**src/rtl/y86_bus_arbiter.sv**
```systemverilog
// Two-master round-robin arbiter for the y86 memory bus: one transfer in flight,
// wait states via bus_ready, and a timeout that completes the transfer with err.
module y86_bus_arbiter #(
  parameter int TIMEOUT = 16,
  parameter int CNT_W   = 5
) (
  input  logic        clk,
  input  logic        rst,
  input  logic        m0_req,
  input  logic        m0_we,
  input  logic [31:0] m0_A,
  input  logic [31:0] m0_wdata,
  output logic        m0_ack,
  output logic [31:0] m0_rdata,
  input  logic        m1_req,
  input  logic        m1_we,
  input  logic [31:0] m1_A,
  input  logic [31:0] m1_wdata,
  output logic        m1_ack,
  output logic [31:0] m1_rdata,
  output logic        err,
  output logic [31:0] bus_A,
  output logic [31:0] bus_out,
  output logic        bus_WE,
  output logic        bus_RE,
  input  logic [31:0] bus_in,
  input  logic        bus_ready
);

  typedef enum logic [1:0] {
    IDLE = 2'd0,
    BUSY = 2'd1,
    DONE = 2'd2
  } state_t;

  localparam logic [CNT_W-1:0] CNT_LAST = CNT_W'(TIMEOUT - 1);

  state_t           state;
  logic             last_gnt;
  logic             gnt;
  logic [CNT_W-1:0] cnt;

  logic             any_req;
  logic             sel;
  logic             sel_we;
  logic [31:0]      sel_A;
  logic [31:0]      sel_wdata;

  // On a tie the master that did not win last time is granted.
  always_comb begin
    any_req = m0_req | m1_req;
    if (m0_req && m1_req) sel = ~last_gnt;
    else                  sel = m1_req;
    sel_we    = sel ? m1_we    : m0_we;
    sel_A     = sel ? m1_A     : m0_A;
    sel_wdata = sel ? m1_wdata : m0_wdata;
  end

  // The bus registers double as the latched request of the granted master.
  always_ff @(posedge clk or negedge rst) begin
    if (!rst) begin
      state    <= IDLE;
      last_gnt <= 1'b1;
      gnt      <= 1'b0;
      cnt      <= '0;
      m0_ack   <= 1'b0;
      m1_ack   <= 1'b0;
      err      <= 1'b0;
      m0_rdata <= '0;
      m1_rdata <= '0;
      bus_A    <= '0;
      bus_out  <= '0;
      bus_WE   <= 1'b0;
      bus_RE   <= 1'b0;
    end else begin
      case (state)
        IDLE: begin
          m0_ack <= 1'b0;
          m1_ack <= 1'b0;
          err    <= 1'b0;
          if (any_req) begin
            gnt      <= sel;
            last_gnt <= sel;
            cnt      <= '0;
            bus_A    <= sel_A;
            bus_out  <= sel_we ? sel_wdata : 32'd0;
            bus_WE   <= sel_we;
            bus_RE   <= ~sel_we;
            state    <= BUSY;
          end
        end
        BUSY: begin
          // bus_ready takes priority over a timeout landing on the same cycle.
          if (bus_ready || cnt == CNT_LAST) begin
            if (bus_ready && bus_RE) begin
              if (gnt) m1_rdata <= bus_in;
              else     m0_rdata <= bus_in;
            end
            err     <= ~bus_ready;
            m0_ack  <= ~gnt;
            m1_ack  <= gnt;
            bus_A   <= '0;
            bus_out <= '0;
            bus_WE  <= 1'b0;
            bus_RE  <= 1'b0;
            state   <= DONE;
          end else begin
            cnt <= cnt + CNT_W'(1);
          end
        end
        DONE: begin
          m0_ack <= 1'b0;
          m1_ack <= 1'b0;
          err    <= 1'b0;
          state  <= IDLE;
        end
        default: begin
          state <= IDLE;
        end
      endcase
    end
  end

endmodule

```
**config.mk**
```make
export PLATFORM = sky130hd
export DESIGN_NAME = y86_bus_arbiter
export DESIGN_NICKNAME = d
export VERILOG_FILES = /design/src/rtl/y86_bus_arbiter.sv
export SDC_FILE = /design/constraint.sdc
export NUM_CORES = 1
export LEC_CHECK = 0
export BUFFER_PORTS_ARGS = -buffer_cell sky130_fd_sc_hd__buf_2
export CAP_MARGIN = 25
export CELL_PAD_IN_SITES_DETAIL_PLACEMENT = 0
export CELL_PAD_IN_SITES_GLOBAL_PLACEMENT = 1
export CORE_MARGIN = 8
export CORE_UTILIZATION = 39
export CTS_BUF_LIST = sky130_fd_sc_hd__clkbuf_4 sky130_fd_sc_hd__clkbuf_8
export CTS_CLUSTER_DIAMETER = 200
export DETAILED_ROUTE_END_ITERATION = 6
export GPL_TIMING_DRIVEN = 0
export PLACE_DENSITY_LB_ADDON = 0.25
export SYNTH_ARGS = -nofsm -noshare
export SYNTH_HDL_FRONTEND = slang
export SYNTH_SLANG_ARGS = --single-unit
```
**constraint.sdc**
```tcl
create_clock -name clk -period 4.8 [get_ports clk]
set_input_delay 0 -clock clk [delete_from_list [all_inputs] [get_ports clk]]
set_output_delay 0 -clock clk [all_outputs]
set_load 0.1 [all_outputs]
```
* After elaboration in Yosys (flattened, before gate mapping) *
Cells that the tools add are included.

operators by class
  add/sub/neg operators = 1
  equality and inequality tests = 6
  muxes and demuxes = 27
  bitwise gates (word level) = 5
  reduce and logical (&&, ||, !) cells = 14

operators with widths
  cell                   number
  $mux W32               6
  $pmux W32 S2           2
  $mux W5                2
  $pmux W1 S2            5
  $pmux W5 S2            1
  $mux W1                8
  $reduce_and A4 Y1      2
  $ne A2 B2 Y1 const B   3
  $reduce_and A2 Y1      3
  $reduce_and A3 Y1      2
  $add A5 B1 Y5 const B  1
  $eq A5 B4 Y1 const B   1
  $mux W2                2
  $not A1 Y1             4
  $pmux W2 S2            1
  $reduce_bool A2 Y1     2
  $eq A2 B1 Y1 const B   1
  $eq A2 B2 Y1 const B   1
  $logic_and A1 B1 Y1    2
  $logic_not A2 Y1       1
  $reduce_or A2 Y1       1
  $logic_or A1 B1 Y1     1
  $or A1 B1 Y1           1

word-level totals
  bits in registers = 142
  bits of input ports = 167
  word-level logic and storage cells = 66

* Longest topological paths before layout *
  depth after elaboration = 6
  mapped depth = 8
  depth with buffers taken out = 6

* Worst setup path after synthesis *
No wires, ideal clock.

  path kind = flip-flop to flip-flop
  start point = reg cnt[0]
  end point = reg cnt[4]
  setup time = 0.125 ns
  data arrival time = 2.023 ns
  data required time = 4.675 ns
  setup slack = 2.652 ns
  stages on the path, launching flop included = 8
  cell sequence = dfrtp_1 -> ha_1 -> and3_1 -> ha_1 -> or4b_1 -> buf_2 -> o31ai_1 -> mux2_4

on the way
  longest elaborated chain between the ends = 4
  elaborated cells between the ends (all ways) = 7
  classes of those cells = add/sub: 1; eq/ne: 2; mux: 2; reduce/logical: 2

ends and longest elaborated chain
  what                                                   line  source
  start: declaration                                     41    logic [CNT_W-1:0] cnt;
  start signal: assignment                               108   cnt <= cnt + CNT_W'(1);
  branches (longest 4 deep; another with $add A5 B1 Y5)  -

Several ways; the timed one is not identified. The select of a mux whose other input is x is not followed.
A chain may end at the register's enable or synchronous reset.

* Worst setup path after layout *
  start point = reg cnt[0]
  end point = reg bus_A[14]

on the way
  longest elaborated chain between the ends = 4

ends and longest elaborated chain
  what                                line  source
  $eq A5 B4 Y1                        94    if (bus_ready || cnt == CNT_LAST) begin
  $logic_or A1 B1 Y1                  94
  $ne A2 B2 Y1 (no source line)       -
  $reduce_and A3 Y1 (no source line)  -
  end signal: assignment              85    bus_A <= sel_A;
  end: declaration                    22    output logic [31:0] bus_A,

No other way between the ends.

==> results.sh <==
export IMPL_outcome="finished, final reports clean"
export IMPL_ys_warn_count=0
export IMPL_fp_row_count=45
export IMPL_r2r_slack_ns=2.36
export IMPL_wirelength_mm=21.1
export IMPL_diodes=0
export IMPL_synth_area_per_cell_um2=14.3
export IMPL_cp_cell_sequence="ha_1 > and3_1 > ha_1 > nor2_1 > a211o_1 > buf_2 > buf_1 > o2bb2ai_1"
export IMPL_reg2reg_to="bus_A[14]$_DFFE_PN0P_"
export IMPL_antenna_found_initial=0
export IMPL_clkLatencyLatePin_ns=0.44
export IMPL_dp_hpwl_mm=15.0
export IMPL_min_path_cells=3
export IMPL_clock_skew_ns=0.0114
export IMPL_worst_path_max_delay_cell="buf_1"
export IMPL_seq_area_frac_synth_pct=59.8
export IMPL_end_kind="register"
export IMPL_crit_fanout=10
export IMPL_clk_pin_slew_ns=0.07
export IMPL_dr_pass1_iters=4
export IMPL_timing_final_crit_share_pct=50.9
export IMPL_cts_tree="built"
export IMPL_fin_crit_ns=2.44
export IMPL_crit_family="buffers and inverters"
export IMPL_area_growth_pct=62.8
export IMPL_syn_cell_area_um2=5950
export IMPL_hp_start="m1_req"
export IMPL_final_max_slew_viol_count=0
export IMPL_worstMarginPinSlew_ns=0.781
export IMPL_crit_type="register to register"
export IMPL_crit_buf_inv=2
export IMPL_fin_nets=1067
export IMPL_final_cell_count_no_fill=1097
export IMPL_required_ns=5.15
export IMPL_via_per_inst=4.95
export IMPL_synth_nets=584
export IMPL_die_area_um2=19500
export IMPL_place_gp_congestion=0.881
export IMPL_max_cap_violations=0
export IMPL_relSlewSlack_pct=47.5
export IMPL_holdWs_ns=0.0996
export IMPL_multiInputGateArea_um2=2220
export IMPL_die_h_um=140
export IMPL_grt_max_degree=74
export IMPL_slowest_delay_ns=0.42
export IMPL_hold_viol_final=0
export IMPL_dp_cells=903
export IMPL_port_buffers=299
export IMPL_netlist_area_leader_share_pct=59.3
export IMPL_drt_iter0_markers=194
export IMPL_start_kind="register"
export IMPL_path_common_cell="ha_1"
export IMPL_ys_ff_latch=142
export IMPL_pin_count=300
export IMPL_grt_pass1_wl_mm=33.3
export IMPL_clock_fmax_ghz=0.409
export IMPL_drc=0
export IMPL_fin_setup_tns_ns=0
export IMPL_cts_sinks=142
export IMPL_most_common_layout_cells="buf_2, dlygate4sd3_1, dfrtp_1, mux2i_1, o2bb2ai_1"
export IMPL_syn_inst=415
export IMPL_cts_buffers=17
export IMPL_coreArea_um2=15000
export IMPL_reg2reg_depth=8
export IMPL_die_width_um=140
export IMPL_mostFrequentLayoutCell="buf_2"
export IMPL_ant_nets=0
export IMPL_fillerInstances=1143
export IMPL_avgRoutedWirePerCell_um=19.2
export IMPL_start_util_pct=39.6
export IMPL_grt_pass1_vias=6195
export IMPL_timing_rr_start="cnt[0]$_DFFE_PN0P_"
export IMPL_hp_class="input port to register"
export IMPL_clock_path_buffers=2
export IMPL_overflow=0
export IMPL_synthTopCellsByArea="dfrtp_1, mux2_2, mux2i_1"
export IMPL_seqCellArea_um2=3550
export IMPL_htree_levels=4
export IMPL_synth_area_leader_cell="dfrtp_1"
export IMPL_track_usage_pct=21.5
export IMPL_cts_resized=0
export IMPL_rsz0062_at_grt="no"
export IMPL_cp_data_arrival_time_ns=2.80
export IMPL_synthDistinctLibCells=36
export IMPL_root_buffer="clkbuf_8"
export IMPL_drive_above_1_share_pct=45.5
export IMPL_setup_viol_count_final=0
export IMPL_hold_end="state[0]$_DFFE_PN0P_"
export IMPL_num_vias=5433
## worst max path at each step
stage	from	endpoint	slack, ns	cells past startpoint
floorplan	cnt[0]$_DFFE_PN0P_	cnt[4]$_DFFE_PN0P_	2.65	7
global placement	rst	bus_out[6]$_DFFE_PN0P_	1.84	1
CTS	cnt[0]$_DFFE_PN0P_	bus_out[19]$_DFFE_PN0P_	2.30	8
detailed placement	cnt[0]$_DFFE_PN0P_	bus_A[14]$_DFFE_PN0P_	2.34	8
finish	cnt[0]$_DFFE_PN0P_	bus_A[14]$_DFFE_PN0P_	2.36	8
global route	cnt[0]$_DFFE_PN0P_	bus_out[19]$_DFFE_PN0P_	2.15	8
## synth_stat cells
master	number
mux2_2	63
or3_1	3
nand2b_1	1
nor3_1	3
dfrtp_1	141
o2bb2ai_1	64
or2_2	1
a21boi_0	1
buf_1	5
mux2_1	1
nor4bb_1	1
a21boi_1	1
clkbuf_1	8
nand2_1	2
or4b_1	1
o21ai_0	7
o211ai_1	3
and3_1	1
nor2_1	4
a31oi_1	1
buf_6	1
mux2_4	1
dfstp_2	1
buf_2	12
buf_4	4
inv_1	6
o31ai_1	1
nor3b_1	1
a21bo_2	1
a21oi_1	3
o22ai_1	1
nand3_1	1
o21ai_1	1
mux2i_1	66
a211o_1	1
ha_1	2
## final cells by class
type	instances	area share, %
Buffer	30	1.55
Clock buffer	23	2.95
Tap cell	188	2.43
Multi-Input combinational cell	237	22.9
Clock inverter	7	0.439
Inverter	6	0.233
Sequential cell	142	36.7
Timing Repair Buffer	464	32.8
## what timing repair did
action,4_1_cts,5_1_grt
hold endpoints to repair,199,0
hold buffers,164,0
buffers inserted,0,0
## registers in the layout (all words and copies together), names as in the netlist
name / count
gnt: 1
last_gnt: 1
bus_RE: 1
bus_out: 32
m1_ack: 1
m0_ack: 1
state: 2
m1_rdata: 32
bus_WE: 1
bus_A: 32
err: 1
m0_rdata: 32
cnt: 5
## kinds of logic after synthesis
family                   after synthesis  synth area share, %
AO/OA/AOI/OAI                         85                 11.6
adder cells (fa/ha/maj)                2                0.421
buffers and inverters                 36                 2.90
flip-flops                           142                 59.8
multiplexers                         131                 23.5
AND/OR/NAND/NOR                       19                 1.81
## per-layer routing
layer / track usage, % / share of wire, %
met1: 23.5 / 40
met2: 36.8 / 49
met3: 8.55 / 8.5
met4: 8.20 / 2.6
met5: 0 / 0
## worst register-to-register path: stages, from the launching register on
cell and delay (ns):
dfrtp_1 0.41, ha_1 0.22, and3_1 0.19, ha_1 0.19
nor2_1 0.30, a211o_1 0.22, buf_2 0.25, buf_1 0.42
o2bb2ai_1 0.19
## stage by stage
stage | util, % | setup WS (ns) | cell area, um2
2_1_floorplan | - | 2.65 | 5950
3_3_place_gp | 51.1 | 1.84 | 7680
3_5_place_dp | 51.3 | 2.34 | 7710
4_1_cts | 64.4 | 2.30 | 9680
5_1_grt | 64.4 | 2.15 | 9680
6_report | 64.4 | 2.36 | 9680
Power is left out: the tool's default activity adds up to more than one toggle a clock period on the data nets, which glitch-free logic cannot reach.
